## src/rtl/kmeans_regfile.sv

```systemverilog
// kmeans_regfile
//   Register file between the host register bus and the k-means controller.
//   Holds status, GO, eight centroid registers, the RAM-load address/data
//   pair and the first/last point-address window. Issues a one-cycle go
//   pulse to the controller, serves its zero-latency centroid reads, takes
//   converged-centroid writebacks while busy, streams host point data into
//   the point RAM and raises a level irq when the controller finishes.
//
// Ports
//   clk, rst                   clock, synchronous active-high reset
//   host_addr/wr/rd/wdata      host register access
//   host_rdata, host_rvalid    registered host read data and valid pulse
//   irq                        completion interrupt (level)
//   ctrl_reg_num/reg_write     controller register select and write strobe
//   ctrl_wdata, ctrl_rdata     controller write data, combinational read data
//   ctrl_interrupt             controller completion pulse
//   go                         one-cycle start pulse to the controller
//   first/last_ram_addr        point-address window
//   ram_wr_en/addr/data        point-RAM write port
//
// Register map: 0 status, 1 GO, 2..9 centroids, 10 ram_addr, 11 ram_data,
// 12 first, 13 last; 14-15 read as zero and ignore writes.
// Status bits: [0] busy, [1] done, [2] err_range, [3] err_busy_wr.

module kmeans_regfile #(
   parameter int addrWidth    = 9,
   parameter int dataWidth    = 91,
   parameter int ram_word_len = 50,
   parameter int reg_amount   = 4,
   parameter int centroid_num = 8
) (
   input  logic                    clk,
   input  logic                    rst,
   input  logic [reg_amount-1:0]   host_addr,
   input  logic                    host_wr,
   input  logic                    host_rd,
   input  logic [dataWidth-1:0]    host_wdata,
   output logic [dataWidth-1:0]    host_rdata,
   output logic                    host_rvalid,
   output logic                    irq,
   input  logic [reg_amount-1:0]   ctrl_reg_num,
   input  logic                    ctrl_reg_write,
   input  logic [dataWidth-1:0]    ctrl_wdata,
   output logic [dataWidth-1:0]    ctrl_rdata,
   input  logic                    ctrl_interrupt,
   output logic                    go,
   output logic [addrWidth-1:0]    first_ram_addr,
   output logic [addrWidth-1:0]    last_ram_addr,
   output logic                    ram_wr_en,
   output logic [addrWidth-1:0]    ram_wr_addr,
   output logic [ram_word_len-1:0] ram_wr_data
);

   localparam int idxWidth = (centroid_num > 1) ? $clog2(centroid_num) : 1;

   localparam logic [reg_amount-1:0] RegStatus    = reg_amount'(0);
   localparam logic [reg_amount-1:0] RegGo        = reg_amount'(1);
   localparam logic [reg_amount-1:0] RegCentFirst = reg_amount'(2);
   localparam logic [reg_amount-1:0] RegCentLast  = reg_amount'(2 + centroid_num - 1);
   localparam logic [reg_amount-1:0] RegRamAddr   = reg_amount'(2 + centroid_num);
   localparam logic [reg_amount-1:0] RegRamData   = reg_amount'(3 + centroid_num);
   localparam logic [reg_amount-1:0] RegFirst     = reg_amount'(4 + centroid_num);
   localparam logic [reg_amount-1:0] RegLast      = reg_amount'(5 + centroid_num);

   typedef enum logic [1:0] {StIdle, StBusy, StDone} state_t;

   state_t                  state_q;
   logic [dataWidth-1:0]    cent_q [centroid_num];
   logic [addrWidth-1:0]    ramAddr_q;
   logic [ram_word_len-1:0] ramData_q;
   logic [addrWidth-1:0]    firstAddr_q;
   logic [addrWidth-1:0]    lastAddr_q;
   logic                    errRange_q;
   logic                    errBusyWr_q;
   logic                    go_q;
   logic                    irq_q;
   logic [dataWidth-1:0]    hostRdata_q;
   logic                    hostRvalid_q;
   logic                    ramWrEn_q;
   logic [addrWidth-1:0]    ramWrAddr_q;
   logic [ram_word_len-1:0] ramWrData_q;

   logic [dataWidth-1:0]    statusWord;
   logic [dataWidth-1:0]    hostRdata_d;
   logic                    hostWrProtected;

   function automatic logic isCent(input logic [reg_amount-1:0] a);
      return (a >= RegCentFirst) && (a <= RegCentLast);
   endfunction

   function automatic logic [idxWidth-1:0] centIdx(input logic [reg_amount-1:0] a);
      logic [reg_amount-1:0] off;
      off = a - RegCentFirst;
      return off[idxWidth-1:0];
   endfunction

   // Shared read decode for both the host and the controller port; narrow
   // registers zero-extend, GO reads back the live go pulse.
   function automatic logic [dataWidth-1:0] readReg(input logic [reg_amount-1:0] a);
      logic [dataWidth-1:0] v;
      v = '0;
      case (a)
         RegStatus:  v = statusWord;
         RegGo:      v = dataWidth'(go_q);
         RegRamAddr: v = dataWidth'(ramAddr_q);
         RegRamData: v = dataWidth'(ramData_q);
         RegFirst:   v = dataWidth'(firstAddr_q);
         RegLast:    v = dataWidth'(lastAddr_q);
         default:    if (isCent(a)) v = cent_q[centIdx(a)];
      endcase
      return v;
   endfunction

   // Status word is assembled from the FSM state and the sticky error flags.
   always_comb begin
      statusWord = dataWidth'({errBusyWr_q, errRange_q,
                               state_q == StDone, state_q == StBusy});
   end

   // Both read ports see the current (pre-write) register contents.
   always_comb begin
      hostRdata_d = readReg(host_addr);
      ctrl_rdata  = readReg(ctrl_reg_num);
   end

   // Registers that the host may not touch while the controller is running.
   always_comb begin
      hostWrProtected = (host_addr == RegGo) || isCent(host_addr) ||
                        ((host_addr >= RegRamAddr) && (host_addr <= RegLast));
   end

   // Control FSM and register storage. Later assignments in this block take
   // priority: a GO write accepted in DONE overrides the status-read return
   // to IDLE, and a completion interrupt in BUSY wins over a status read.
   always_ff @(posedge clk) begin
      if (rst) begin
         state_q      <= StIdle;
         for (int i = 0; i < centroid_num; i++) cent_q[i] <= '0;
         ramAddr_q    <= '0;
         ramData_q    <= '0;
         firstAddr_q  <= '0;
         lastAddr_q   <= '0;
         errRange_q   <= 1'b0;
         errBusyWr_q  <= 1'b0;
         go_q         <= 1'b0;
         irq_q        <= 1'b0;
         hostRdata_q  <= '0;
         hostRvalid_q <= 1'b0;
         ramWrEn_q    <= 1'b0;
         ramWrAddr_q  <= '0;
         ramWrData_q  <= '0;
      end else begin
         go_q         <= 1'b0;
         ramWrEn_q    <= 1'b0;
         hostRvalid_q <= host_rd;
         if (host_rd) hostRdata_q <= hostRdata_d;

         if ((state_q == StBusy) && ctrl_reg_write && isCent(ctrl_reg_num))
            cent_q[centIdx(ctrl_reg_num)] <= ctrl_wdata;

         case (state_q)
            StBusy: begin
               if (ctrl_interrupt) begin
                  state_q <= StDone;
                  irq_q   <= 1'b1;
               end
            end
            StDone: begin
               if (host_rd && (host_addr == RegStatus)) begin
                  state_q <= StIdle;
                  irq_q   <= 1'b0;
               end
            end
            default: ;
         endcase

         if (host_wr) begin
            if (host_addr == RegStatus) begin
               if (host_wdata[2]) errRange_q  <= 1'b0;
               if (host_wdata[3]) errBusyWr_q <= 1'b0;
            end else if (state_q == StBusy) begin
               if (hostWrProtected) errBusyWr_q <= 1'b1;
            end else begin
               case (host_addr)
                  RegGo: begin
                     if (host_wdata[0]) begin
                        if (firstAddr_q <= lastAddr_q) begin
                           state_q <= StBusy;
                           go_q    <= 1'b1;
                           irq_q   <= 1'b0;
                        end else begin
                           errRange_q <= 1'b1;
                        end
                     end
                  end
                  RegRamAddr: ramAddr_q <= host_wdata[addrWidth-1:0];
                  RegRamData: begin
                     ramData_q   <= host_wdata[ram_word_len-1:0];
                     ramWrEn_q   <= 1'b1;
                     ramWrAddr_q <= ramAddr_q;
                     ramWrData_q <= host_wdata[ram_word_len-1:0];
                     ramAddr_q   <= ramAddr_q + addrWidth'(1);
                  end
                  RegFirst: firstAddr_q <= host_wdata[addrWidth-1:0];
                  RegLast:  lastAddr_q  <= host_wdata[addrWidth-1:0];
                  default: begin
                     if (isCent(host_addr)) cent_q[centIdx(host_addr)] <= host_wdata;
                  end
               endcase
            end
         end
      end
   end

   assign host_rdata     = hostRdata_q;
   assign host_rvalid    = hostRvalid_q;
   assign irq            = irq_q;
   assign go             = go_q;
   assign first_ram_addr = firstAddr_q;
   assign last_ram_addr  = lastAddr_q;
   assign ram_wr_en      = ramWrEn_q;
   assign ram_wr_addr    = ramWrAddr_q;
   assign ram_wr_data    = ramWrData_q;

endmodule

```

## config.mk

```make
export PLATFORM = sky130hd
export DESIGN_NAME = kmeans_regfile
export DESIGN_NICKNAME = d
export VERILOG_FILES = /design/src/rtl/kmeans_regfile.sv
export SDC_FILE = /design/constraint.sdc
export NUM_CORES = 2
export LEC_CHECK = 0
export CORE_ASPECT_RATIO = 0.8
export CORE_UTILIZATION = 60
export CTS_CLUSTER_DIAMETER = 50
export DETAILED_ROUTE_END_ITERATION = 10
export PLACE_DENSITY = 0.8
export REMOVE_ABC_BUFFERS = 1
export SYNTH_ARGS = -nofsm -noshare
export SYNTH_HDL_FRONTEND = slang
export SYNTH_SLANG_ARGS = --single-unit
export TNS_END_PERCENT = 50
```

## constraint.sdc

```tcl
create_clock -name clk -period 9.5 [get_ports clk]
set_input_delay 0.95 -clock clk [delete_from_list [all_inputs] [get_ports clk]]
set_output_delay 0.95 -clock clk [all_outputs]
set_load 0.02 [all_outputs]
```

==> metrics.txt <==
worst rel slew slack=0.149; Starting DRT DRC Count=5097; die width=311 um; largest family of logic cells by synthesized area=multiplexers; Switch Pwr=0.00237 W; Layout Area Growth over Synthesis=18.5%; Critical Path RT=8550 ps; top cells by area, synth=edfxtp_1 (48%), mux4_2 (16%), dfxtp_1 (8.1%); Flop pwr share=0.474; YS warnings=0; total core area=75400 um2; post-synthesis cell area=45700 um2; Hold Buf Count CTS=0; routed via count=32600; via density per instance=6.73; worst-skew pair later-pin latency=650 ps; postcts setup bufs=0; clock skew=23.7 ps; H-tree depth=3; clock tree buffer depth=3; worst-path cell chain=buf_6 > buf_4 > nor2_1 > xnor2_1 > a222oi_1 > o21ai_0 > a211o_1 > clkdlybuf4s50_1; total CTS buffers=91; Slowest-stage cell, CP=buf_4; initial antenna violation count=2; Hold Fails Final Rpt=0; CTS-repair resized insts=0; RSZ-0062 raised after global routing=false; largest net degree at the start of global routing=165; row count=90; Synth top area share=0.478; clock power share=0.402; max-cap violation count=0; diode count=0; post-synthesis sequential area ratio=0.559; remaining antenna violation count=0; height of the die=249 um; post-synth top area cell=edfxtp_1; Synth Area in XOR/XNOR=0.000547; DRC viols=0; Gate Count Post-Synth=3431; dpl hpwl=79.2 mm; Pint=0.00716 W; leakage=19.2 nW; DIE AREA=77300 um2; Synth Area in Compound Gates=0.0526; Fin Hold WS=454 ps; status=finished clean; Starting Density=0.606; gpl congestion=0.931; clk slew on worst S/H paths=60 ps; Fillers=4932; CTS tree=done; Max VDD drop=0.128 mV; Final Util=0.718; adder-cell share of the synthesized area=0.00356; Layout Cell Area excl Fill=54200 um2; Post-synth EDFFs=728; GR Overflow Total=0; CTS sink count=913; DRT Pass-1 Iters=7; Detailed Route WL=137 mm; dpl cell area=51000 um2; Achievable Freq=168 MHz; post-layout min period=5940 ps; crit path DAT=4990 ps; Worst-Margin Slew=1280 ps; combinational share of power=0.124; Synth async-reset ratio=0; routed length per instance=28.2 um; Ports=459; sw frac=0.249; gr usage total=0.351; Final nets=3961; synthesized flop and latch total=913; Yosys cell types=59; final setup fails=0; worst setup path class=in2out; Final Slew Violations=0; layout cells sized above 1=0.170; Worst setup SP type=input pin; element type at the critical path end=output pin; Slowest Stage Delay on Critical Path=860 ps; CP Max Fanout=50; number of global-route vias before repair=32600; post-synthesis mux area share=0.256; CTS root buf=clkbuf_16; Synth Area in Simple Gates=0.0985; IO Port Bufs=458; power density cells=176 nW/um2; ys flop type=edfxtp_1; global-route wire length before repair=204 mm; Tcrit/Tclk final=0.625; worst hold path class=reg2reg; Synth Area per Inst=13.3 um2
[layout by cell type (no fill, tap or decap), drive strengths merged, types with 6 or more instances in the layout]
cell type,synthesis,final
a211oi,19,19
a21oi,88,88
a221oi,8,8
a22oi,67,67
a32o,6,6
buf,131,59
bufinv,0,13
clkbuf,153,117
clkdlybuf4s50,0,452
clkinv,0,30
dfxtp,185,185
edfxtp,728,728
ha,13,13
inv,16,22
mux2,6,6
mux2i,329,329
mux4,328,328
nand2,244,244
nand2b,13,13
nand3,18,18
nor2,823,823
nor2b,6,6
nor3,13,13
o21ai,135,135
o221ai,6,6
o22ai,37,37
[critical path: cells and delay by family]
| kind | cells | cell delay, ps |
|---|---|---|
| AOI/OAI and AO/OA | 3 | 790 |
| xor gates and xnor gates | 1 | 720 |
| buffers and inverters | 3 | 2070 |
| and+or+nand+nor | 1 | 370 |
[kinds of logic (layout without fill, tap and decap cells)]
logic type | Yosys count | count (layout)
adder cells (fa/ha/maj) | 13 | 13
AND/OR/NAND/NOR | 1146 | 1146
multiplexers | 663 | 663
AO/OA/AOI/OAI | 394 | 394
flip-flops | 913 | 913
buffers and inverters | 300 | 698
XOR/XNOR | 2 | 2
[synth_stat cells, types with 2 or more instances]
master / n
nand2b_1: 13
nor4_1: 4
o21a_1: 2
a32o_1: 6
dfxtp_1: 185
nor2_1: 822
a311oi_1: 2
a21oi_1: 87
nor2b_1: 6
a22oi_1: 67
nor3_1: 12
buf_1: 32
o221ai_1: 6
mux2_2: 6
or2_2: 3
o211ai_1: 2
a32oi_1: 3
edfxtp_1: 728
a21o_1: 2
buf_6: 13
a211oi_1: 19
nand3_1: 18
and3_1: 3
a211o_1: 2
nand4b_1: 2
o32ai_1: 4
and4_1: 2
inv_1: 16
ha_1: 13
o22ai_1: 37
nand4_1: 2
nand2_1: 244
mux2i_4: 78
mux2i_1: 251
and2_1: 5
a31oi_1: 4
clkbuf_1: 153
buf_2: 85
a221oi_1: 8
o21ai_0: 135
mux4_2: 328
o31ai_1: 4
[power by group through the flow]
| stage | Clock, W | Combinational (W) | Sequential (W) |
|---|---|---|---|
| floorplan | 0 | 0.000594 | 0.00461 |
| global placement | 0 | 0.00115 | 0.00459 |
| detailed placement | 0 | 0.00116 | 0.00460 |
| CTS | 0.00383 | 0.00117 | 0.00452 |
| global route | 0.00398 | 0.00122 | 0.00453 |
| finish | 0.00384 | 0.00118 | 0.00452 |
[through the flow]
step           std cells  total power (W)  worst slack (ps)   TNS, ps
3_3_place_gp        4671          0.00574              3290         0
4_1_cts             4841          0.00951              3730         0
6_report            4841          0.00954              3560         0
3_5_place_dp        4671          0.00576              3190         0
5_1_grt             4841          0.00973              3510         0
2_1_floorplan       3147          0.00520             -5880  -3462450
[worst paths after layout]
path	cells past startpoint	slack [ps]	to	startpoint
worst max-delay path	8	3560	ctrl_rdata[0]	ctrl_reg_num[1]
worst max register to register	8	4910	cent_q[1][70]	state_q[1]
worst min register to register	2	450	host_rdata[76]	host_rdata[76]
worst min-delay path	2	450	host_rdata[76]	host_rdata[76]
[registers in the layout, summed over array words and instances, names as in the netlist, 2 cells and up]
name and cells:
last_ram_addr 9, ram_wr_addr 9, host_rdata 91, state_q 2, first_ram_addr 9, ram_wr_data 50
cent_q 728, ramAddr_q 9
[layout make-up]
type                       count  area (um2)  area share
sequential                   913       25600       0.472
multi-input combinational   2218       19000       0.352
timing repair buffer         512        5050      0.0933
clock buffer                 116        2490      0.0460
tap                         1012        1270      0.0234
clock inverter                54         681      0.0126
inverter                      16        60.1     0.00111
[layer usage]
layer | part of all wire | global-route usage
met5 | 0.000059 | 0
met3 | 0.13 | 0.0813
met4 | 0.039 | 0.134
met2 | 0.47 | 0.557
met1 | 0.36 | 0.475
Note: power is estimated with default switching activity, not from simulation.
